==> src/rtl/matrix_pkg.sv <==
// -----------------------------------------------------------------------------
// matrix_pkg
//   Shared constants and types for the matrix storage read path.
//   - MAT_DATA_W     : width of one matrix row / memory word
//   - MAT_ADDR_W     : memory address width (2**MAT_ADDR_W rows)
//   - MAT_FIFO_DEPTH : default row buffer depth in the read sequencer
//   - fetch_state_t  : read sequencer states
//   - fifo_cnt_w()   : width of an occupancy counter for a given depth
// -----------------------------------------------------------------------------
package matrix_pkg;

  localparam int MAT_DATA_W     = 256;
  localparam int MAT_ADDR_W     = 8;
  localparam int MAT_FIFO_DEPTH = 2;

  typedef enum logic [1:0] {
    IDLE  = 2'd0,
    FETCH = 2'd1,
    DRAIN = 2'd2
  } fetch_state_t;

  // An occupancy counter must be able to hold the value 'depth' itself.
  function automatic int fifo_cnt_w(input int depth);
    return $clog2(depth) + 1;
  endfunction

endpackage

==> src/rtl/row_fifo.sv <==
// -----------------------------------------------------------------------------
// row_fifo
//   Small synchronous FIFO used to absorb the memory read latency between the
//   read sequencer and the downstream row consumer. Each entry carries one row
//   plus its 'last' qualifier.
// Ports
//   clk_i      in   clock
//   rst_i      in   synchronous active-high reset (empties the FIFO)
//   push       in   write push_data at the tail
//   push_data  in   WIDTH-bit entry
//   pop        in   remove the head entry
//   pop_data   out  head entry (meaningful only when !empty)
//   count      out  number of stored entries, 0..DEPTH
//   full       out  count == DEPTH
//   empty      out  count == 0
// -----------------------------------------------------------------------------
module row_fifo
  import matrix_pkg::*;
#(
  parameter int WIDTH = MAT_DATA_W + 1,
  parameter int DEPTH = MAT_FIFO_DEPTH
) (
  input  logic                      clk_i,
  input  logic                      rst_i,
  input  logic                      push,
  input  logic [WIDTH-1:0]          push_data,
  input  logic                      pop,
  output logic [WIDTH-1:0]          pop_data,
  output logic [$clog2(DEPTH):0]    count,
  output logic                      full,
  output logic                      empty
);

  localparam int PTR_W = $clog2(DEPTH);
  localparam int CNT_W = PTR_W + 1;

  logic [WIDTH-1:0] store_q [DEPTH];
  logic [PTR_W-1:0] wr_ptr_q;
  logic [PTR_W-1:0] rd_ptr_q;
  logic [CNT_W-1:0] count_q;
  logic             do_push;
  logic             do_pop;

  // A push into a full FIFO is only legal when the head leaves in the same
  // cycle; a pop from an empty FIFO is dropped.
  assign do_push = push && (!full || pop);
  assign do_pop  = pop && !empty;

  assign full     = (count_q == CNT_W'(DEPTH));
  assign empty    = (count_q == '0);
  assign count    = count_q;
  assign pop_data = store_q[rd_ptr_q];

  // Storage carries no reset: entries are only observed once counted.
  always_ff @(posedge clk_i) begin
    if (do_push) begin
      store_q[wr_ptr_q] <= push_data;
    end
  end

  // DEPTH is a power of two, so the pointers wrap naturally.
  always_ff @(posedge clk_i) begin
    if (rst_i) begin
      wr_ptr_q <= '0;
      rd_ptr_q <= '0;
      count_q  <= '0;
    end else begin
      if (do_push) begin
        wr_ptr_q <= wr_ptr_q + 1'b1;
      end
      if (do_pop) begin
        rd_ptr_q <= rd_ptr_q + 1'b1;
      end
      case ({do_push, do_pop})
        2'b10:   count_q <= count_q + 1'b1;
        2'b01:   count_q <= count_q - 1'b1;
        default: count_q <= count_q;
      endcase
    end
  end

endmodule

==> src/rtl/mem_row_fetch.sv <==
// -----------------------------------------------------------------------------
// mem_row_fetch
//   Read-side sequencer for the matrix storage memory. A start command issues
//   consecutive row reads from a base address, the registered 1-cycle read
//   data is caught in a small FIFO, and rows are streamed downstream over a
//   valid/ready handshake. The memory is never written.
// Ports
//   clk_i        in   clock
//   rst_i        in   synchronous active-high reset
//   start_i      in   command strobe, ignored while busy_o
//   base_addr_i  in   first row address (sampled with start_i)
//   num_rows_i   in   rows to fetch, 0..2**ADDR_W (sampled with start_i)
//   busy_o       out  command accepted and not yet complete
//   done_o       out  1-cycle completion pulse
//   mem_en_o     out  memory enable, high only in read-issue cycles
//   mem_rw_o     out  memory read/write select, constantly read (1)
//   mem_addr_o   out  memory row address
//   mem_data_i   in   memory read data, valid the cycle after an issue
//   row_data_o   out  FIFO head row
//   row_valid_o  out  row_data_o valid
//   row_ready_i  in   downstream accepts
//   row_last_o   out  final row of the command
// -----------------------------------------------------------------------------
module mem_row_fetch
  import matrix_pkg::*;
#(
  parameter int DATA_W     = MAT_DATA_W,
  parameter int ADDR_W     = MAT_ADDR_W,
  parameter int FIFO_DEPTH = MAT_FIFO_DEPTH
) (
  input  logic              clk_i,
  input  logic              rst_i,
  input  logic              start_i,
  input  logic [ADDR_W-1:0] base_addr_i,
  input  logic [ADDR_W:0]   num_rows_i,
  output logic              busy_o,
  output logic              done_o,
  output logic              mem_en_o,
  output logic              mem_rw_o,
  output logic [ADDR_W-1:0] mem_addr_o,
  input  logic [DATA_W-1:0] mem_data_i,
  output logic [DATA_W-1:0] row_data_o,
  output logic              row_valid_o,
  input  logic              row_ready_i,
  output logic              row_last_o
);

  localparam int CNT_W = fifo_cnt_w(FIFO_DEPTH);
  localparam int OCC_W = CNT_W + 1;
  localparam logic [ADDR_W:0] LAST_ROW = (ADDR_W+1)'(1);

  fetch_state_t      state_q;
  logic [ADDR_W-1:0] addr_q;
  logic [ADDR_W:0]   issue_cnt_q;
  logic              inflight_q;
  logic              inflight_last_q;
  logic              busy_q;
  logic              done_q;

  logic [CNT_W-1:0]  fifo_count;
  logic              fifo_full;
  logic              fifo_empty;
  logic [DATA_W:0]   fifo_head;
  logic              pop;
  logic              last_pop;
  logic [OCC_W-1:0]  occupancy;
  logic              credit_ok;
  logic              issue;

  assign pop      = row_valid_o && row_ready_i;
  assign last_pop = pop && fifo_head[DATA_W];

  // Credit: every buffered row and the read still in flight reserve one FIFO
  // slot. When exactly DEPTH slots are reserved, a pop in this cycle lets a
  // new read go out so the stream keeps one row per cycle. A pop from a full
  // FIFO does not count here; that slot is only reused a cycle later.
  always_comb begin
    occupancy = OCC_W'(fifo_count) + OCC_W'(inflight_q);
    credit_ok = 1'b0;
    if (occupancy < OCC_W'(FIFO_DEPTH)) begin
      credit_ok = 1'b1;
    end else if ((occupancy == OCC_W'(FIFO_DEPTH)) && pop && !fifo_full) begin
      credit_ok = 1'b1;
    end
    issue = (state_q == FETCH) && (issue_cnt_q != '0) && credit_ok;
  end

  assign mem_en_o   = issue;
  assign mem_rw_o   = 1'b1;
  assign mem_addr_o = addr_q;
  assign busy_o     = busy_q;
  assign done_o     = done_q;

  // Read data is only captured in the cycle after an issue; the last flag
  // travels alongside it so the consumer sees it with the final row.
  row_fifo #(
    .WIDTH (DATA_W + 1),
    .DEPTH (FIFO_DEPTH)
  ) u_row_fifo (
    .clk_i     (clk_i),
    .rst_i     (rst_i),
    .push      (inflight_q),
    .push_data ({inflight_last_q, mem_data_i}),
    .pop       (pop),
    .pop_data  (fifo_head),
    .count     (fifo_count),
    .full      (fifo_full),
    .empty     (fifo_empty)
  );

  // Outputs are forced to zero while the FIFO is empty so stale entries and
  // uninitialised storage never show on the row interface.
  assign row_valid_o = !fifo_empty;
  assign row_data_o  = fifo_empty ? '0 : fifo_head[DATA_W-1:0];
  assign row_last_o  = !fifo_empty && fifo_head[DATA_W];

  // Sequencer: command acceptance, address / issue counting, completion.
  always_ff @(posedge clk_i) begin
    if (rst_i) begin
      state_q         <= IDLE;
      addr_q          <= '0;
      issue_cnt_q     <= '0;
      inflight_q      <= 1'b0;
      inflight_last_q <= 1'b0;
      busy_q          <= 1'b0;
      done_q          <= 1'b0;
    end else begin
      done_q          <= 1'b0;
      inflight_q      <= issue;
      inflight_last_q <= issue && (issue_cnt_q == LAST_ROW);
      case (state_q)
        IDLE: begin
          if (start_i) begin
            if (num_rows_i != '0) begin
              state_q     <= FETCH;
              addr_q      <= base_addr_i;
              issue_cnt_q <= num_rows_i;
              busy_q      <= 1'b1;
            end else begin
              done_q <= 1'b1;
            end
          end
        end
        FETCH: begin
          if (issue) begin
            addr_q      <= addr_q + 1'b1;
            issue_cnt_q <= issue_cnt_q - 1'b1;
            if (issue_cnt_q == LAST_ROW) begin
              state_q <= DRAIN;
            end
          end
        end
        DRAIN: begin
          if (last_pop) begin
            state_q <= IDLE;
            busy_q  <= 1'b0;
            done_q  <= 1'b1;
          end
        end
        default: begin
          state_q <= IDLE;
        end
      endcase
    end
  end

endmodule

==> config.mk <==
export PLATFORM = sky130hd
export DESIGN_NAME = mem_row_fetch
export DESIGN_NICKNAME = d
export VERILOG_FILES = /design/src/rtl/matrix_pkg.sv /design/src/rtl/row_fifo.sv /design/src/rtl/mem_row_fetch.sv
export SDC_FILE = /design/constraint.sdc
export NUM_CORES = 1
export LEC_CHECK = 0
export CAP_MARGIN = 25
export CELL_PAD_IN_SITES_DETAIL_PLACEMENT = 0
export CELL_PAD_IN_SITES_GLOBAL_PLACEMENT = 1
export CORE_MARGIN = 2
export CORE_UTILIZATION = 44
export DETAILED_ROUTE_END_ITERATION = 6
export PLACE_DENSITY = 0.89
export SLEW_MARGIN = 0
export SYNTH_ARGS = -nofsm -noshare
export SYNTH_HDL_FRONTEND = slang
export SYNTH_HIERARCHICAL = 1
export SYNTH_SLANG_ARGS = --single-unit
==> constraint.sdc <==
create_clock -name clk_i -period 25.5 [get_ports clk_i]
set_input_delay 7.65 -clock clk_i [delete_from_list [all_inputs] [get_ports clk_i]]
set_output_delay 7.65 -clock clk_i [all_outputs]
set_load 0.02 [all_outputs]
==> flow_metrics.env, run 1 <==
export IMPL_status="finished, final reports clean"
export IMPL_num_rows=82
export IMPL_holdWs_ns=0.4329
export IMPL_grt_ovfl_total=0
export IMPL_rr_startpoint="u_row_fifo/count[0]$_SDFFE_PP0P_"
export IMPL_setup_worst_path_end_class="primary output"
export IMPL_layout_setup_ws_ns=8.159
export IMPL_drt_total_wl_um=52050
export IMPL_yosysSeqAreaShare=0.7211
export IMPL_synth_area_leader_cell="edfxtp_1"
export IMPL_synth_warnings=6
export IMPL_setup_viol=0
export IMPL_coreArea_um2=49970
export IMPL_ir_drop_v=0.00006005
export IMPL_use_met1=0.2233
export IMPL_grt_pass1_wl_um=78000
export IMPL_r2r_end="u_row_fifo/store_q[1][139]$_DFFE_PP_"
export IMPL_grt_max_degree=91
export IMPL_cts_made_buffers=56
export IMPL_min_path_type="flop to flop"
export IMPL_leakagePower_uw=0.009664
export IMPL_synthCells=1295
export IMPL_tns_ns=0
export IMPL_postCtsHoldBufs=0
export IMPL_hold_violations=0
export IMPL_postCtsSetupBuffers=0
export IMPL_clk_latency_ns=0.60
export IMPL_slew_headroom=0.3132
export IMPL_min_delay_path_depth=0
export IMPL_fin_cells=2575
export IMPL_place_gp_congestion=0.8597
export IMPL_synth_edff_count=514
export IMPL_crit_required_ns=17.85
export IMPL_ys_flop_type="edfxtp_1"
export IMPL_use_met3=0.06512
export IMPL_slowest_stage="clkdlybuf4s50_1"
export IMPL_drc=0
export IMPL_hp_start="inflight_last_q$_SDFF_PP0_"
export IMPL_cap_violations=0
export IMPL_period_needed_ns=17.34
export IMPL_max_stage_delay_ns=0.62
export IMPL_synthDominantCellAreaShare=0.6958
export IMPL_ios=547
export IMPL_clockBufferDepth=3
export IMPL_skew_ns=0.02665
export IMPL_cts_resized=0
export IMPL_ant_nets=0
export IMPL_cts_tree="built"
export IMPL_tightest_slew_ns=1.030
export IMPL_fin_util=0.5984
export IMPL_via_per_inst=4.959
export IMPL_yosys_cell_types_count=53
export IMPL_hpwl_um=34670
export IMPL_antenna_found_initial=14
export IMPL_dpl_worst_slack_ns=8.186
export IMPL_final_max_slew_viol_count=0
export IMPL_use_met2=0.3265
export IMPL_grt_busiest_layer="met2"
export IMPL_clock_fmax_ghz=0.05767
export IMPL_vias=12770
export IMPL_synth_seq_cells=542
export IMPL_power_density_nw_per_um2=79.35
export IMPL_final_nets=2132
export IMPL_ys_top_cells_by_area="edfxtp_1 (70%), mux2_2 (12%), nor2b_1 (7.3%)"
export IMPL_rrSetupSlack_ns=21.83
export IMPL_drt_iter0_markers=669
export IMPL_firstDrtPassIters=7
export IMPL_reg2regPathDepth=6
export IMPL_initial_utilization=0.4440
export IMPL_path_common_cell="clkdlybuf4s50_1"
export IMPL_rsz0062_at_grt="false"
export IMPL_track_usage=0.1932
export IMPL_hold_end="u_row_fifo/store_q[0][256]$_DFFE_PP_"
export IMPL_post_route_period_util=0.6800
export IMPL_die_x_um=228.5
export IMPL_first_global_vias=13430
export IMPL_cts_root_buf="clkbuf_16"
export IMPL_final_cell_mix="clkdlybuf4s50_1 (545), edfxtp_1 (514), nor2b_1 (259)"
export IMPL_dieArea_um2=52230
export IMPL_port_buffers=545
export IMPL_syn_nets=1580
export IMPL_postSynthAreaPerCell_um2=17.13
export IMPL_cts_sinks=542
export IMPL_synthArstFlopShare=0
export IMPL_htreeDepth=2
export IMPL_start_kind="primary input"
export IMPL_area_delta_synth_final_pct=34.78
export IMPL_crit_type="primary input to primary output"
export IMPL_die_height_um=228.5
export IMPL_routedWlPerCell_um=20.21
export IMPL_critPathMaxFanout=5
export IMPL_crit_arrival_ns=9.69
export IMPL_path_cells="clkdlybuf4s50_1 -> nor2b_1 -> a21o_1 -> nand3_1 -> inv_1 -> clkdlybuf4s50_1"
export IMPL_syn_cell_area_um2=22180
export IMPL_drive_gt1_frac=0.1960
export IMPL_clkSlewWorstSetupHoldPaths_ns=0.06
export IMPL_final_common_cell="clkdlybuf4s50_1"
export IMPL_dp_cells=2459
-- synthesized netlist by cell type (2+ instances only) --
cell      count
mux2_1        2
nor4_4        2
nand2_1      20
buf_2         5
clkbuf_1     32
a311oi_2      3
dfxtp_1      28
inv_1        13
buf_6        30
a211o_1       8
a221oi_2      2
xnor2_1       7
o211ai_1      4
edfxtp_1    514
nor3_1       12
nor2b_1     259
o21ai_1       2
ha_1          8
a21oi_1      14
nand3_1      12
o21ai_0       5
mux2_4       21
xor2_1        5
nor2_1       24
mux2_2      235
-- cells by family after synthesis --
group / Yosys count / share of synthesized area
AOI/OAI and AO/OA: 51 / 0.01845
other: 1 / 0.0001691
and+or+nand+nor: 340 / 0.09188
buffers and inverters: 83 / 0.02465
adders and majority gates: 8 / 0.004513
xor gates and xnor gates: 12 / 0.004738
muxes: 258 / 0.1345
DFF: 542 / 0.7211
-- per-stage QoR --
step / instance area [um2] / power (uW)
2_1_floorplan: 22180 / 1419
4_1_cts: 29820 / 2395
3_5_place_dp: 28130 / 1635
6_report: 29900 / 2372
5_1_grt: 29900 / 2466
3_3_place_gp: 28130 / 1625
-- power breakdown --
| part | switching (uW) | leakage, uW | internal (uW) | total (uW) |
|---|---|---|---|---|
| logic | 284 | 0.00394 | 247 | 531 |
| clock network | 333 | 0.000831 | 423 | 756 |
| registers | 28.1 | 0.00490 | 1060 | 1090 |
| total | 646 | 0.00966 | 1730 | 2370 |
-- registers in the layout (all words and copies together) (netlist names), 2 cells and up, named ones only --
signal              cells
u_row_fifo/store_q    514
issue_cnt_q             9
u_row_fifo/count        2
mem_addr_o              8
state_q                 2
-- how the worst max path moves through the flow --
| stage | cells past startpoint | to | slack, ns | from |
|---|---|---|---|---|
| after detailed placement | 6 | mem_en_o | 8.19 | row_ready_i |
| after floorplan | 3 | u_row_fifo/store_q[0][0]$_DFFE_PP_ | 5.87 | row_ready_i |
| final | 6 | mem_en_o | 8.16 | row_ready_i |
| after CTS | 6 | mem_en_o | 8.19 | row_ready_i |
| after global placement | 6 | mem_en_o | 8.23 | row_ready_i |
| after global routing | 6 | mem_en_o | 8.01 | row_ready_i |
-- critical path, delay by kind of cell --
| family | cells | cell delay, ns |
|---|---|---|
| compound gates | 1 | 0.23 |
| buf+inv | 3 | 1.17 |
| simple gates | 2 | 0.65 |
-- metal layers --
metal / vias up / routed length (um)
li1: 5922 / -
met1: 6276 / 20070
met2: 458 / 25570
met3: 106 / 4450
met4: 8 / 1907
met5: - / 50
-- layout make-up --
cell class	instances	area [um2]
clock inverters	38	249.0
flip-flops and latches	542	16000
well taps	672	840.8
fillers	3747	20070
repair buffers	563	5630
diodes	10	25.02
inverters	14	52.55
multi-input cells	670	5663
clock buffers	66	1439
Note: power is estimated with default switching activity, not from simulation.
==> inputs of run 2 (changes only) <==
--- a/config.mk
+++ b/config.mk
@@ -9,9 +9,9 @@
 export CELL_PAD_IN_SITES_DETAIL_PLACEMENT = 0
 export CELL_PAD_IN_SITES_GLOBAL_PLACEMENT = 1
 export CORE_MARGIN = 2
-export CORE_UTILIZATION = 44
+export CORE_UTILIZATION = 41
 export DETAILED_ROUTE_END_ITERATION = 6
-export PLACE_DENSITY = 0.89
+export PLACE_DENSITY = 0.84
 export SLEW_MARGIN = 0
 export SYNTH_ARGS = -nofsm -noshare
 export SYNTH_HDL_FRONTEND = slang
==> constraint.sdc (replaced) <==
create_clock -name clk_i -period 16.2 [get_ports clk_i]
set_input_delay 4.86 -clock clk_i [delete_from_list [all_inputs] [get_ports clk_i]]
set_output_delay 4.86 -clock clk_i [all_outputs]
set_load 0.02 [all_outputs]
==> run 2 against run 1 <==
  * Hold slack improved by 0.0033 ns
  * Critical endpoint unchanged
  * Clock power increased by 72%
  * Sequential share of layout area shrank 0.29 points
  * Clock-buffer cell count decreased by 1
  * Register-to-register slack got worse by 8.9 ns
  * Sequential power up 57%
  * Largest cell class unchanged
==> flow_metrics.env, run 2 (synthesis results as in run 1) <==
export IMPL_status="finished, final reports clean"
export IMPL_min_path_type="flop to flop"
export IMPL_via_per_inst=4.885
export IMPL_swShare=0.2671
export IMPL_clockBufferDepth=3
export IMPL_p_comb_frac=0.217
export IMPL_drt_total_wl_um=52400
export IMPL_min_delay_path_depth=0
export IMPL_hp_start="inflight_last_q$_SDFF_PP0_"
export IMPL_clk_latency_ns=0.59
export IMPL_crit_arrival_ns=6.83
export IMPL_slew_headroom=0.2788
export IMPL_num_rows=85
export IMPL_leakagePower_uw=0.009713
export IMPL_multi_input_area_um2=5663
export IMPL_ir_drop_v=0.0001004
export IMPL_p_int_uw=2812
export IMPL_clockPowerShare=0.338
export IMPL_coreArea_um2=53710
export IMPL_hpwl_um=33840
export IMPL_postCtsHoldBufs=0
export IMPL_ios=547
export IMPL_antenna_found_initial=13
export IMPL_dieArea_um2=55980
export IMPL_clkSlewWorstSetupHoldPaths_ns=0.06
export IMPL_routedWlPerCell_um=20.21
export IMPL_r2r_end="u_row_fifo/store_q[1][184]$_DFFE_PP_"
export IMPL_skew_ns=0.01771
export IMPL_finalInstanceArea_um2=30060
export IMPL_cts_made_buffers=56
export IMPL_final_nets=2126
export IMPL_die_height_um=236.6
export IMPL_track_usage=0.1801
export IMPL_setup_viol=0
export IMPL_setup_worst_path_end_class="primary output"
export IMPL_cts_tree="built"
export IMPL_firstDrtPassIters=4
export IMPL_initial_utilization=0.4130
export IMPL_grt_pass1_wl_um=77840
export IMPL_final_cell_mix="clkdlybuf4s50_1 (545), edfxtp_1 (514), nor2b_1 (259)"
export IMPL_largest_register_ffs=514
export IMPL_fin_cells=2593
export IMPL_port_buffers=545
export IMPL_grt_max_degree=198
export IMPL_drt_iter0_markers=724
export IMPL_cap_violations=0
export IMPL_die_x_um=236.6
export IMPL_pwr_share_seq=0.445
export IMPL_area_delta_synth_final_pct=35.52
export IMPL_regMostFlops="u_row_fifo/store_q"
export IMPL_reg2regPathDepth=5
export IMPL_rsz0062_at_grt="false"
export IMPL_drc=0
export IMPL_fin_util=0.5597
export IMPL_cts_root_buf="clkbuf_16"
export IMPL_critPathMaxFanout=5
export IMPL_postCtsSetupBuffers=0
export IMPL_ant_nets=0
export IMPL_cts_resized=0
export IMPL_hold_violations=0
export IMPL_cts_sinks=542
export IMPL_htreeDepth=2
export IMPL_tightest_slew_ns=1.082
export IMPL_vias=12670
export IMPL_grt_ovfl_total=0
export IMPL_clock_fmax_ghz=0.08555
export IMPL_finalPower_uw=3837
export IMPL_drive_gt1_frac=0.1965
export IMPL_final_common_cell="clkdlybuf4s50_1"
export IMPL_crit_type="primary input to primary output"
export IMPL_power_density_nw_per_um2=127.6
export IMPL_fill_cells=4226
export IMPL_first_global_vias=13360
export IMPL_dp_cells=2479
export IMPL_hold_end="u_row_fifo/store_q[0][256]$_DFFE_PP_"
export IMPL_final_max_slew_viol_count=0
export IMPL_place_gp_congestion=0.7860
export IMPL_period_needed_ns=11.69
export IMPL_seq_area_um2=16000
export IMPL_switching_power_uw=1025
export IMPL_placed_cell_area_um2=28190
export IMPL_post_route_period_util=0.7215
export IMPL_start_kind="primary input"
export IMPL_rr_startpoint="u_row_fifo/count[0]$_SDFFE_PP0P_"
export IMPL_rrSetupSlack_ns=12.91
export IMPL_crit_required_ns=11.34
## run 2: cell types whose count changed in the layout (fill, tap and decap cells not counted)
cell,change
buf_12,+3
inv_6,-1
buf_4,-8
clkinvlp_4,+1
diode_2,-1
clkinv_4,+1
buf_16,-1
bufinv_16,+6
clkbuf_1,-1
clkinv_1,-4
clkinvlp_2,-1
## run 2: cell type report
class                           instances  area share
Antenna cell                            9   0.0007492
Clock buffer                           65     0.04774
Clock inverter                         40     0.01386
Inverter                               14    0.001748
Multi-Input combinational cell        670      0.1884
Sequential cell                       542      0.5322
Tap cell                              696     0.02897
Timing Repair Buffer                  557      0.1864
## run 2: critical path, stage by stage
cell and delay [ns]:
clkdlybuf4s50_1 0.46, nor2b_1 0.41, a21o_1 0.21, nand3_1 0.16, inv_1 0.10, clkdlybuf4s50_1 0.62
## run 2: through the flow
| stage | setup slack, ns | setup TNS [ns] | hold WS, ns |
|---|---|---|---|
| after floorplan | -0.6401 | -329.02 | 0.4037 |
| after global placement | 4.486 | 0 | 0.4085 |
| after detailed placement | 4.518 | 0 | 0.4215 |
| after CTS | 4.518 | 0 | 0.4371 |
| after global routing | 4.368 | 0 | 0.4607 |
| final | 4.511 | 0 | 0.4362 |
## run 2: power groups by stage
stage          combinational, uW  sequential [uW]  clock [uW]
5_1_grt                      889             1720        1380
3_3_place_gp                 832             1730           0
3_5_place_dp                 839             1740           0
2_1_floorplan                455             1780           0
4_1_cts                      845             1710        1330
6_report                     834             1710        1300
## run 2: routing by layer
layer / up-vias / global-route usage / wire [um]
met5: - / 0 / 61
met4: 10 / 0.07748 / 1692
met3: 103 / 0.06179 / 4126
met2: 401 / 0.3025 / 25960
met1: 6242 / 0.2101 / 20550
li1: 5910 / - / -
## run 2: worst max-delay path by stage
| stage | slack [ns] | endpoint | depth (start not counted) | start |
|---|---|---|---|---|
| 2_1_floorplan | -0.64 | u_row_fifo/store_q[0][0]$_DFFE_PP_ | 3 | row_ready_i |
| 3_3_place_gp | 4.49 | mem_en_o | 6 | row_ready_i |
| 3_5_place_dp | 4.52 | mem_en_o | 6 | row_ready_i |
| 4_1_cts | 4.52 | mem_en_o | 6 | row_ready_i |
| 5_1_grt | 4.37 | mem_en_o | 6 | row_ready_i |
| 6_report | 4.51 | mem_en_o | 6 | row_ready_i |
==> inputs of run 3 (changes only) <==
--- a/config.mk
+++ b/config.mk
@@ -9,9 +9,9 @@
 export CELL_PAD_IN_SITES_DETAIL_PLACEMENT = 0
 export CELL_PAD_IN_SITES_GLOBAL_PLACEMENT = 1
 export CORE_MARGIN = 2
-export CORE_UTILIZATION = 41
+export CORE_UTILIZATION = 37
 export DETAILED_ROUTE_END_ITERATION = 6
-export PLACE_DENSITY = 0.84
+export PLACE_DENSITY = 0.8
 export SLEW_MARGIN = 0
 export SYNTH_ARGS = -nofsm -noshare
 export SYNTH_HDL_FRONTEND = slang
==> constraint.sdc (replaced) <==
create_clock -name clk_i -period 9.4 [get_ports clk_i]
set_input_delay 2.82 -clock clk_i [delete_from_list [all_inputs] [get_ports clk_i]]
set_output_delay 2.82 -clock clk_i [all_outputs]
set_load 0.02 [all_outputs]
==> run 3 against run 2 <==
  * Highest routed layer unchanged
  * Non-clock buffer count is the same
  * Largest cell class unchanged
  * Cell area up 0.11%
  * Worst setup slack got worse by 2.7 ns
  * Clock skew is 0.00070 ns higher
  * Global-route usage is 1.4 points lower
==> flow_metrics.env, run 3 (synthesis results as in run 1) <==
export IMPL_track_usage=0.1657
export IMPL_via_per_inst=4.735
export IMPL_drc=0
export IMPL_wl_met3_um=4185
export IMPL_holdWs_ns=0.4434
export IMPL_crit_required_ns=6.58
export IMPL_met1_length_um=20970
export IMPL_rrSetupSlack_ns=6.40
export IMPL_final_cell_mix="clkdlybuf4s50_1 (545), edfxtp_1 (514), nor2b_1 (259)"
export IMPL_multi_input_area_um2=5663
export IMPL_critPathMaxFanout=5
export IMPL_r2r_end="u_row_fifo/store_q[1][163]$_DFFE_PP_"
export IMPL_grt_pass1_wl_um=79420
export IMPL_leakagePower_uw=0.009678
export IMPL_clock_fmax_ghz=0.1310
export IMPL_ant_nets=0
export IMPL_cap_violations=0
export IMPL_initial_utilization=0.3751
export IMPL_hold_violations=0
export IMPL_final_common_cell="clkdlybuf4s50_1"
export IMPL_die_height_um=248.9
export IMPL_coreArea_um2=59130
export IMPL_vias=12610
export IMPL_drt_total_wl_um=52590
export IMPL_reg2regPathDepth=5
export IMPL_skew_ns=0.01842
export IMPL_port_buffers=545
export IMPL_dp_cells=2556
export IMPL_htreeDepth=2
export IMPL_die_x_um=248.9
export IMPL_setup_viol=0
export IMPL_min_path_type="flop to flop"
export IMPL_ir_drop_v=0.0001753
export IMPL_grt_ovfl_total=0
export IMPL_setup_worst_path_end_class="primary output"
export IMPL_final_max_slew_viol_count=0
export IMPL_post_route_period_util=0.8119
export IMPL_dpl_worst_slack_ns=1.788
export IMPL_num_rows=89
export IMPL_dieArea_um2=61930
export IMPL_fin_util=0.5090
export IMPL_largest_register_ffs=514
export IMPL_seq_area_um2=16000
export IMPL_power_density_nw_per_um2=218.0
export IMPL_status="finished, final reports clean"
export IMPL_period_needed_ns=7.632
export IMPL_cts_resized=0
export IMPL_finalInstanceArea_um2=30100
export IMPL_top_layer_used="met5"
export IMPL_antenna_found_initial=9
export IMPL_placed_cell_area_um2=28280
export IMPL_ios=547
export IMPL_hpwl_um=34170
export IMPL_rsz0062_at_grt="false"
export IMPL_postCtsHoldBufs=0
export IMPL_grt_max_degree=169
export IMPL_routedWlPerCell_um=19.74
export IMPL_cts_sinks=542
export IMPL_fill_cells=4963
export IMPL_hp_start="inflight_last_q$_SDFF_PP0_"
export IMPL_firstDrtPassIters=4
export IMPL_place_gp_congestion=0.7675
export IMPL_regMostFlops="u_row_fifo/store_q"
export IMPL_layout_setup_ws_ns=1.768
export IMPL_min_delay_path_depth=0
export IMPL_fin_cells=2664
export IMPL_crit_type="primary input to primary output"
export IMPL_drt_iter0_markers=700
export IMPL_cts_made_buffers=56
export IMPL_tightest_slew_ns=1.110
export IMPL_postCtsSetupBuffers=0
export IMPL_cts_tree="built"
export IMPL_slew_headroom=0.2602
export IMPL_crit_arrival_ns=4.81
export IMPL_first_global_vias=13360
export IMPL_area_delta_synth_final_pct=35.68
export IMPL_clkSlewWorstSetupHoldPaths_ns=0.06
export IMPL_wl_met2_um=26160
export IMPL_clockBufferDepth=3
export IMPL_drive_gt1_frac=0.1935
export IMPL_final_nets=2126
export IMPL_clk_latency_ns=0.60
export IMPL_start_kind="primary input"
export IMPL_cts_root_buf="clkbuf_16"
export IMPL_hold_end="u_row_fifo/store_q[0][256]$_DFFE_PP_"
export IMPL_rr_startpoint="u_row_fifo/count[0]$_SDFFE_PP0P_"
run 3: changes by cell type in the layout (fill, tap and decap cells not counted), sizes merged:
cell / change
inv: -1
clkinv: -5
clkbuf: +6
diode: -4
bufinv: -2
run 3: worst max path at each step:
stage                                                    end         from  cells past startpoint  slack (ns)
after detailed placement                            mem_en_o  row_ready_i                      6        1.79
after global routing                                mem_en_o  row_ready_i                      6        1.69
final                                               mem_en_o  row_ready_i                      6        1.77
after floorplan           u_row_fifo/store_q[0][0]$_DFFE_PP_  row_ready_i                      3       -1.04
after CTS                                           mem_en_o  row_ready_i                      6        1.78
after global placement                              mem_en_o  row_ready_i                      6        1.77
run 3: metrics by stage:
stage,TNS (ns),total power [uW]
2_1_floorplan,-536.09,3812
3_3_place_gp,0,4423
3_5_place_dp,0,4446
4_1_cts,0,6645
5_1_grt,0,6835
6_report,0,6560
run 3: report_power, final:
part           internal [uW]  switching (uW)  total, uW
logic                    666             769       1440
registers               2870            75.9       2940
clock network           1270             911       2180
total                   4800            1760       6560
run 3: metal layers:
layer | vias to the layer above | track usage
met5 | - | 0
met4 | 12 | 0.05385
met3 | 89 | 0.05402
met2 | 404 | 0.2847
met1 | 6196 | 0.1963
li1 | 5912 | -
run 3: cell type report:
class                           count  area share
Multi-Input combinational cell    670      0.1882
Sequential cell                   542      0.5316
Timing Repair Buffer              557      0.1859
Inverter                           14    0.001746
Tap cell                          773     0.03214
Clock buffer                       71     0.04877
Clock inverter                     32     0.01127
Antenna cell                        5   0.0004157
run 3: critical path, cell delays in order:
cell and delay [ns]:
clkdlybuf4s50_1 0.46, nor2b_1 0.43, a21o_1 0.22, nand3_1 0.16, inv_1 0.10, clkdlybuf4s50_1 0.62
